### src/rtl/yutorina_insn_decoder.sv
// yutorina_insn_decoder: ID-stage decode with combinational GPR read addresses and registered decode results
module yutorina_insn_decoder (
    input  logic        clk,
    input  logic        rst,
    input  logic        mode,
    input  logic [31:0] if_insn,
    input  logic [29:0] if_pc,
    input  logic [31:0] gpr_r_data1,
    input  logic [31:0] gpr_r_data2,
    input  logic [31:0] spr_r_data,
    output logic [4:0]  gpr_r_addr1,
    output logic [4:0]  gpr_r_addr2,
    output logic [3:0]  alu_op,
    output logic [31:0] alu_lhs,
    output logic [31:0] alu_rhs,
    output logic [4:0]  w_addr,
    output logic [31:0] w_data,
    output logic        gpr_we_,
    output logic        br_taken,
    output logic [29:0] br_addr,
    output logic [3:0]  mem_op,
    output logic [1:0]  ctrl_op,
    output logic [2:0]  exp_code
);
    logic [5:0]  op;
    logic [4:0]  rb, rc;
    logic [31:0] sx, zx, d1, d2;
    logic [3:0]  n_alu_op, n_mem_op;
    logic [31:0] n_lhs, n_rhs, n_w_data;
    logic [4:0]  n_w_addr;
    logic        n_we_, n_taken;
    logic [29:0] n_br_addr;
    logic [1:0]  n_ctrl;
    logic [2:0]  n_exp;

    assign op          = if_insn[31:26];
    assign gpr_r_addr1 = if_insn[25:21];
    assign gpr_r_addr2 = if_insn[20:16];
    assign rb          = if_insn[20:16];
    assign rc          = if_insn[15:11];
    assign sx          = {{16{if_insn[15]}}, if_insn[15:0]};
    assign zx          = {16'h0, if_insn[15:0]};
    assign d1          = gpr_r_data1;
    assign d2          = gpr_r_data2;

    always_comb begin
        n_alu_op  = 4'd0;
        n_lhs     = 32'h0;
        n_rhs     = 32'h0;
        n_w_addr  = 5'd0;
        n_w_data  = 32'h0;
        n_we_     = 1'b1;
        n_taken   = 1'b0;
        n_br_addr = 30'h0;
        n_mem_op  = 4'd0;
        n_ctrl    = 2'd0;
        n_exp     = 3'd0;
        case (op)
            6'h00, 6'h02, 6'h04, 6'h06, 6'h08, 6'h0a, 6'h0b, 6'h0c, 6'h0e: begin
                n_alu_op = op == 6'h00 ? 4'd1 : op == 6'h02 ? 4'd2 : op == 6'h04 ? 4'd3 :
                           op == 6'h06 ? 4'd4 : op == 6'h08 ? 4'd5 : op == 6'h0a ? 4'd6 :
                           op == 6'h0b ? 4'd7 : op == 6'h0c ? 4'd8 : 4'd9;
                n_lhs    = d1;
                n_rhs    = d2;
                n_w_addr = rc;
                n_we_    = 1'b0;
            end
            6'h01, 6'h03, 6'h05, 6'h07, 6'h09, 6'h0d, 6'h0f: begin
                n_alu_op = op == 6'h01 ? 4'd1 : op == 6'h03 ? 4'd2 : op == 6'h05 ? 4'd3 :
                           op == 6'h07 ? 4'd4 : op == 6'h09 ? 4'd5 : op == 6'h0d ? 4'd8 : 4'd9;
                n_lhs    = d1;
                n_rhs    = op <= 6'h05 ? zx : op <= 6'h09 ? sx : {27'h0, if_insn[4:0]};
                n_w_addr = rb;
                n_we_    = 1'b0;
            end
            6'h10, 6'h11, 6'h12, 6'h13: begin
                n_taken   = op == 6'h10 ? d1 == d2 : op == 6'h11 ? d1 != d2 :
                            op == 6'h12 ? $signed(d1) < $signed(d2) : d1 < d2;
                n_br_addr = if_pc + sx[29:0];
            end
            6'h14, 6'h15: begin
                n_taken   = 1'b1;
                n_br_addr = d1[31:2];
                n_w_addr  = op == 6'h15 ? 5'd31 : 5'd0;
                n_w_data  = op == 6'h15 ? {if_pc, 2'b00} : 32'h0;
                n_we_     = op != 6'h15;
            end
            6'h16, 6'h1c, 6'h1d, 6'h1e, 6'h1f: begin
                n_alu_op = 4'd5;
                n_lhs    = d1;
                n_rhs    = sx;
                n_w_addr = rb;
                n_we_    = 1'b0;
                n_mem_op = op == 6'h16 ? 4'd1 : op == 6'h1c ? 4'd2 : op == 6'h1d ? 4'd3 :
                           op == 6'h1e ? 4'd4 : 4'd5;
            end
            6'h17, 6'h20, 6'h21: begin
                n_alu_op = 4'd5;
                n_lhs    = d1;
                n_rhs    = sx;
                n_w_data = d2;
                n_mem_op = op == 6'h17 ? 4'd6 : op == 6'h20 ? 4'd7 : 4'd8;
            end
            6'h18: n_exp = 3'd2;
            // privileged group collapses to a violation when issued from user mode
            6'h19, 6'h1a, 6'h1b: begin
                if (mode) n_exp = 3'd3;
                else begin
                    n_ctrl   = op == 6'h19 ? 2'd1 : op == 6'h1a ? 2'd2 : 2'd3;
                    n_lhs    = op == 6'h19 ? spr_r_data : op == 6'h1a ? d1 : 32'h0;
                    n_w_addr = op == 6'h1b ? 5'd0 : rb;
                    n_we_    = op != 6'h19;
                end
            end
            default: n_exp = 3'd1;
        endcase
    end

    always_ff @(posedge clk) begin
        if (rst) begin
            alu_op   <= 4'd0;
            alu_lhs  <= 32'h0;
            alu_rhs  <= 32'h0;
            w_addr   <= 5'd0;
            w_data   <= 32'h0;
            gpr_we_  <= 1'b1;
            br_taken <= 1'b0;
            br_addr  <= 30'h0;
            mem_op   <= 4'd0;
            ctrl_op  <= 2'd0;
            exp_code <= 3'd0;
        end else begin
            alu_op   <= n_alu_op;
            alu_lhs  <= n_lhs;
            alu_rhs  <= n_rhs;
            w_addr   <= n_w_addr;
            w_data   <= n_w_data;
            gpr_we_  <= n_we_;
            br_taken <= n_taken;
            br_addr  <= n_br_addr;
            mem_op   <= n_mem_op;
            ctrl_op  <= n_ctrl;
            exp_code <= n_exp;
        end
    end
endmodule

### config.mk
export PLATFORM = sky130hd
export DESIGN_NAME = yutorina_insn_decoder
export DESIGN_NICKNAME = d
export VERILOG_FILES = /design/src/rtl/yutorina_insn_decoder.sv
export SDC_FILE = /design/constraint.sdc
export NUM_CORES = 1
export LEC_CHECK = 0
export ABC_AREA = 1
export BUFFER_PORTS_ARGS = -buffer_cell sky130_fd_sc_hd__buf_2
export CAP_MARGIN = 5
export CORE_MARGIN = 10
export CORE_UTILIZATION = 45
export CTS_BUF_LIST = sky130_fd_sc_hd__clkbuf_2 sky130_fd_sc_hd__clkbuf_4 sky130_fd_sc_hd__clkbuf_8
export CTS_CLUSTER_DIAMETER = 40
export DETAILED_ROUTE_END_ITERATION = 10
export PLACE_DENSITY = 0.77
export SLEW_MARGIN = 15
export SYNTH_ARGS = -nofsm -noshare
export SYNTH_HDL_FRONTEND = slang
export SYNTH_SLANG_ARGS = --single-unit
### constraint.sdc
create_clock -name clk -period 2.25 [get_ports clk]
set_input_delay 0.225 -clock clk [delete_from_list [all_inputs] [get_ports clk]]
set_output_delay 0.225 -clock clk [all_outputs]
set_load 0.01 [all_outputs]
==> report_table.html <==
<table>
<tr><th>Metric</th><th>Value</th></tr>
<tr><th colspan="2">Synth</th></tr>
<tr><td>Primary flip-flop cell chosen by synthesis mapping</td><td>dfxtp_1</td></tr>
<tr><td>Leading cell type by number of instances after synthesis</td><td>nand2_1</td></tr>
<tr><td>Netlist Area Pre-Place</td><td>~0.0084 mm²</td></tr>
<tr><td>Portion of netlist area occupied by mux cells</td><td>0</td></tr>
<tr><td>Xor and xnor area share after synthesis</td><td>0.00311</td></tr>
<tr><td>EDFF count, synth</td><td>0</td></tr>
<tr><td>Synthesized netlist net count</td><td>about 1400</td></tr>
<tr><td>Simple-gate area share of the yosys netlist</td><td>0.237</td></tr>
<tr><td>Area share of fa/ha/maj cells after synthesis</td><td>0.0929</td></tr>
<tr><td>Number of synthesized register bits</td><td>roughly 150</td></tr>
<tr><td>Post-Synthesis Mean Instance Area</td><td>approximately 7.3 µm²</td></tr>
<tr><td>Yosys warning count</td><td>0</td></tr>
<tr><td>Leading cell types by count after synthesis</td><td>nand2_1 (182), nor2_1 (165), dfxtp_1 (145)</td></tr>
<tr><td>Main combinational cell family by area after synthesis</td><td>simple AND/OR/NAND/NOR gates</td></tr>
<tr><td>Largest area contributor in the netlist</td><td>dfxtp_1</td></tr>
<tr><td>Top cells by area in the synthesized netlist</td><td>dfxtp_1 (34%), ha_1 (9.0%), nand2_1 (8.1%), nor2_1 (7.3%), inv_1 (6.0%)</td></tr>
<tr><td>Part of the Yosys area used for sequential elements</td><td>0.344</td></tr>
<tr><td>Unique cell type count in the Yosys netlist</td><td>50</td></tr>
<tr><td>Syn Inst Count</td><td>about 1200</td></tr>
<tr><td>Complex-gate fraction of the synthesized area</td><td>0.219</td></tr>
<tr><td>Post-synthesis async set-or-reset flop share</td><td>0</td></tr>
<tr><td>Fraction of synthesized cell area taken by the top area cell type</td><td>0.344</td></tr>
<tr><th colspan="2">Floorplan</th></tr>
<tr><td>Vertical die dimension</td><td>roughly 160 µm</td></tr>
<tr><td>Starting density of the core</td><td>0.454</td></tr>
<tr><td>Top-level I/O count</td><td>approximately 320</td></tr>
<tr><td>Count of standard-cell rows</td><td>50</td></tr>
<tr><td>Overall die area</td><td>0.0246 mm²</td></tr>
<tr><td>Overall die width</td><td>~160 µm</td></tr>
<tr><td>Area of the core</td><td>0.0186 mm²</td></tr>
<tr><th colspan="2">Critical path</th></tr>
<tr><td>Max Fanout on Critical Path</td><td>5</td></tr>
<tr><td>Data required time of the worst path</td><td>about 2600 ps</td></tr>
<tr><td>Sort of element at the end of the critical path</td><td>flip-flop</td></tr>
<tr><td>Crit path launch type</td><td>input port</td></tr>
<tr><td>Critical Setup Path Class</td><td>input port to flip-flop</td></tr>
<tr><td>Origin of the worst setup path</td><td>if_insn[2]</td></tr>
<tr><td>Data arrival time at the worst-slack endpoint</td><td>about 2200 ps</td></tr>
<tr><th colspan="2">Global route</th></tr>
<tr><td>Antenna violations before repair</td><td>5</td></tr>
<tr><td>GR Util All Layers</td><td>0.265</td></tr>
<tr><td>Largest net degree at the start of global routing</td><td>103</td></tr>
<tr><td>First-pass GRT wire length</td><td>51100 µm</td></tr>
<tr><td>Sum of overflow across all layers after global routing</td><td>0</td></tr>
<tr><td>Via count of the first global-routing pass</td><td>between 9000 and 10000</td></tr>
<tr><th colspan="2">Power and ir drop</th></tr>
<tr><td>P_int</td><td>~4.3 mW</td></tr>
<tr><td>Pwr/cell area</td><td>slightly below 600 mW/mm²</td></tr>
<tr><td>VDD IR-drop max</td><td>about 0.35 mV</td></tr>
<tr><td>Logic pwr share</td><td>0.238</td></tr>
<tr><td>P_leak</td><td>between 5 and 6 nW</td></tr>
<tr><td>Switching power share of the total</td><td>0.331</td></tr>
<tr><td>Clock power share</td><td>0.342</td></tr>
<tr><td>Power share of the sequential group</td><td>0.420</td></tr>
<tr><td>Net switching power of the design</td><td>approximately 2.1 mW</td></tr>
<tr><th colspan="2">Final layout</th></tr>
<tr><td>Post-route design area</td><td>between 0.01 and 0.015 mm²</td></tr>
<tr><td>Final Core Density</td><td>0.590</td></tr>
<tr><td>Share of final-layout standard cells stronger than drive strength 1</td><td>0.298</td></tr>
<tr><td>Number of standard cells in the layout, taps in and fillers out</td><td>between 1500 and 2000</td></tr>
<tr><td>Layout overhead on the synthesized area</td><td>30.0%</td></tr>
<tr><td>Post-layout nets</td><td>about 1700</td></tr>
<tr><td>Count of fill cells added during filler insertion</td><td>1758</td></tr>
<tr><th colspan="2">CTS</th></tr>
<tr><td>Clock Path Buffers</td><td>2</td></tr>
<tr><td>CTS HTree Levels</td><td>4</td></tr>
<tr><td>Number of buffers added by the clock tree synthesis step</td><td>17</td></tr>
<tr><td>Resized Gates After CTS</td><td>0</td></tr>
<tr><td>TritonCTS clock tree</td><td>done</td></tr>
<tr><td>CTS clock-pin slew for the worst setup and hold paths</td><td>about 90 ps</td></tr>
<tr><td>Clock sinks</td><td>roughly 150</td></tr>
<tr><td>Root Driver</td><td>clkbuf_8</td></tr>
<tr><th colspan="2">STA</th></tr>
<tr><td>Rel. slew slack</td><td>0.360</td></tr>
<tr><td>Minimum period implied by the final worst setup slack</td><td>1870 ps</td></tr>
<tr><td>Slew @ Worst Pin</td><td>about 960 ps</td></tr>
<tr><td>Fin. max-slew vios</td><td>0</td></tr>
<tr><td>Tightest hold margin</td><td>5.58 ps</td></tr>
<tr><td>Unrepaired setup endpoints after global routing</td><td>no</td></tr>
<tr><td>Highest achievable clock rate</td><td>535 MHz</td></tr>
<tr><td>Portion of the clock cycle consumed by the worst path in the final layout</td><td>0.831</td></tr>
<tr><td>Endpoints failing hold</td><td>0</td></tr>
<tr><td>Endpoints failing setup</td><td>0</td></tr>
<tr><th colspan="2">Min path</th></tr>
<tr><td>Hold Path Origin</td><td>gpr_r_data2[22]</td></tr>
<tr><td>Hold/Removal Path Class</td><td>input port to flip-flop</td></tr>
<tr><th colspan="2">Place</th></tr>
<tr><td>Number of cells after detailed placement</td><td>1697</td></tr>
<tr><td>Area of placed instances</td><td>between 0.01 and 0.015 mm²</td></tr>
<tr><td>Weighted congestion at the end of routability-driven global placement</td><td>around 0.94</td></tr>
<tr><td>Estimated wirelength of the detail-placed design</td><td>between 20000 and 30000 µm</td></tr>
<tr><td>Number of port buffers</td><td>slightly above 300</td></tr>
<tr><th colspan="2">Outcome</th></tr>
<tr><td>Status</td><td>complete, no violations</td></tr>
<tr><th colspan="2">Routing</th></tr>
<tr><td>Initial DRT Pass Iterations</td><td>6</td></tr>
<tr><td>Overall via count from detail_route</td><td>about 9500</td></tr>
<tr><td>1st-iter DRT viols</td><td>800</td></tr>
<tr><td>Final WL</td><td>roughly 34000 µm</td></tr>
<tr><td>Via-per-instance ratio</td><td>about 5.4</td></tr>
<tr><td>Routed length per instance</td><td>around 20 µm</td></tr>
<tr><td>Antenna Nets Post-Route</td><td>0</td></tr>
<tr><td>Post-route DRC</td><td>0</td></tr>
<tr><th colspan="2">Flow run</th></tr>
<tr><td>Max-cap violations</td><td>0</td></tr>
</table>
## final cells by class
| type | count | area (µm²) | share of cell area |
|---|---|---|---|
| multi-input combinational | 807 | 4670 | 0.426 |
| sequential | 145 | 2900 | 0.265 |
| timing repair buffer | 373 | 2150 | 0.196 |
| inverter | 146 | 548 | 0.0500 |
| tap | 234 | 293 | 0.0267 |
| clock buffer | 18 | 248 | 0.0226 |
| clock inverter | 13 | 151 | 0.0138 |
| antenna | 3 | 7.51 | 0.000685 |
## logic make-up (layout without fill, tap and decap cells)
group	Yosys count	in the layout
and+or+nand+nor	459	459
AOI/OAI and AO/OA	282	282
adders and majority gates	62	62
DFF	145	145
xor gates and xnor gates	3	3
other	1	4
buffers and inverters	201	550
## layout by cell type, fill, tap and decap left out, types with 3 or more instances in the layout
cell           synthesis  routed
a21o_1                 5       5
or2_2                  5       5
ha_1                  61      61
nor2_2                 3       4
nand3_1               52      52
nor3_1                18      18
o21ai_1               18      18
a22o_1                17      17
clkinvlp_4             0       4
nor2_4                 8       8
a22oi_1               59      59
buf_4                 15      54
nand4_1               10      10
inv_1                135     135
clkbuf_8               0      18
o32ai_1                7       7
a21oi_1               79      79
nand2_2                5       5
a32o_1                 3       3
dfxtp_1              145     145
dlygate4sd3_1          0       8
buf_12                 0       7
buf_2                 13     304
inv_6                  0       6
o31ai_1                8       8
inv_2                  9       9
a22oi_2               15      15
nor2_1               165     164
diode_2                0       3
nand2_1              182     182
o21ai_0               58      58
nor4_1                 4       4
## path summary, 6_finish.rpt
kind	cells after the start	end	slack, ps
max	11	br_addr[27]$_SDFF_PP0_	380
min	3	w_data[22]$_SDFF_PP0_	6
## what timing repair did
item	4_1_cts	5_1_grt
endpoints found under the setup margin	0	0
setup buffers	0	0
endpoints found under the hold margin	9	0
hold buffers	8	0
## sequential cells by signal, indices dropped and copies added (netlist names)
register / cells
alu_lhs: 32
br_taken: 1
alu_rhs: 32
w_data: 32
gpr_we_: 1
ctrl_op: 2
exp_code: 2
mem_op: 4
br_addr: 30
w_addr: 5
alu_op: 4
## power groups by stage
stage          combinational [mW]  sequential [mW]  clock (mW)
5_1_grt                      1.67             2.69        2.30
6_report                     1.52             2.68        2.18
2_1_floorplan               0.787             2.79           0
3_3_place_gp                 1.47             2.74           0
4_1_cts                      1.50             2.68        2.19
3_5_place_dp                 1.48             2.74           0
## metrics by stage
stage | total power, mW | setup slack, ps | setup TNS, ps
6_report | 6.38 | 379 | 0
5_1_grt | 6.66 | 172 | 0
4_1_cts | 6.37 | 455 | 0
3_5_place_dp | 4.22 | -44.3 | -110
3_3_place_gp | 4.21 | -22.2 | -171
2_1_floorplan | 3.57 | 260 | 0
## critical path, stage by stage
cell	delay (ps)
buf_2	120
ha_1	360
nand2_1	70
o21ai_1	250
a21oi_1	180
o21bai_1	330
nand2_1	90
nand2_1	200
nand2_1	160
a21oi_1	150
o21ai_0	90
## layer usage
metal	vias to the layer above	wire (µm)	track usage
met2	459	15800	0.440
met1	4362	13900	0.322
li1	4556	-	-
met5	-	40	0
met4	4	1150	0.107
met3	78	3120	0.0671
(Power assumes the default switching activity.)
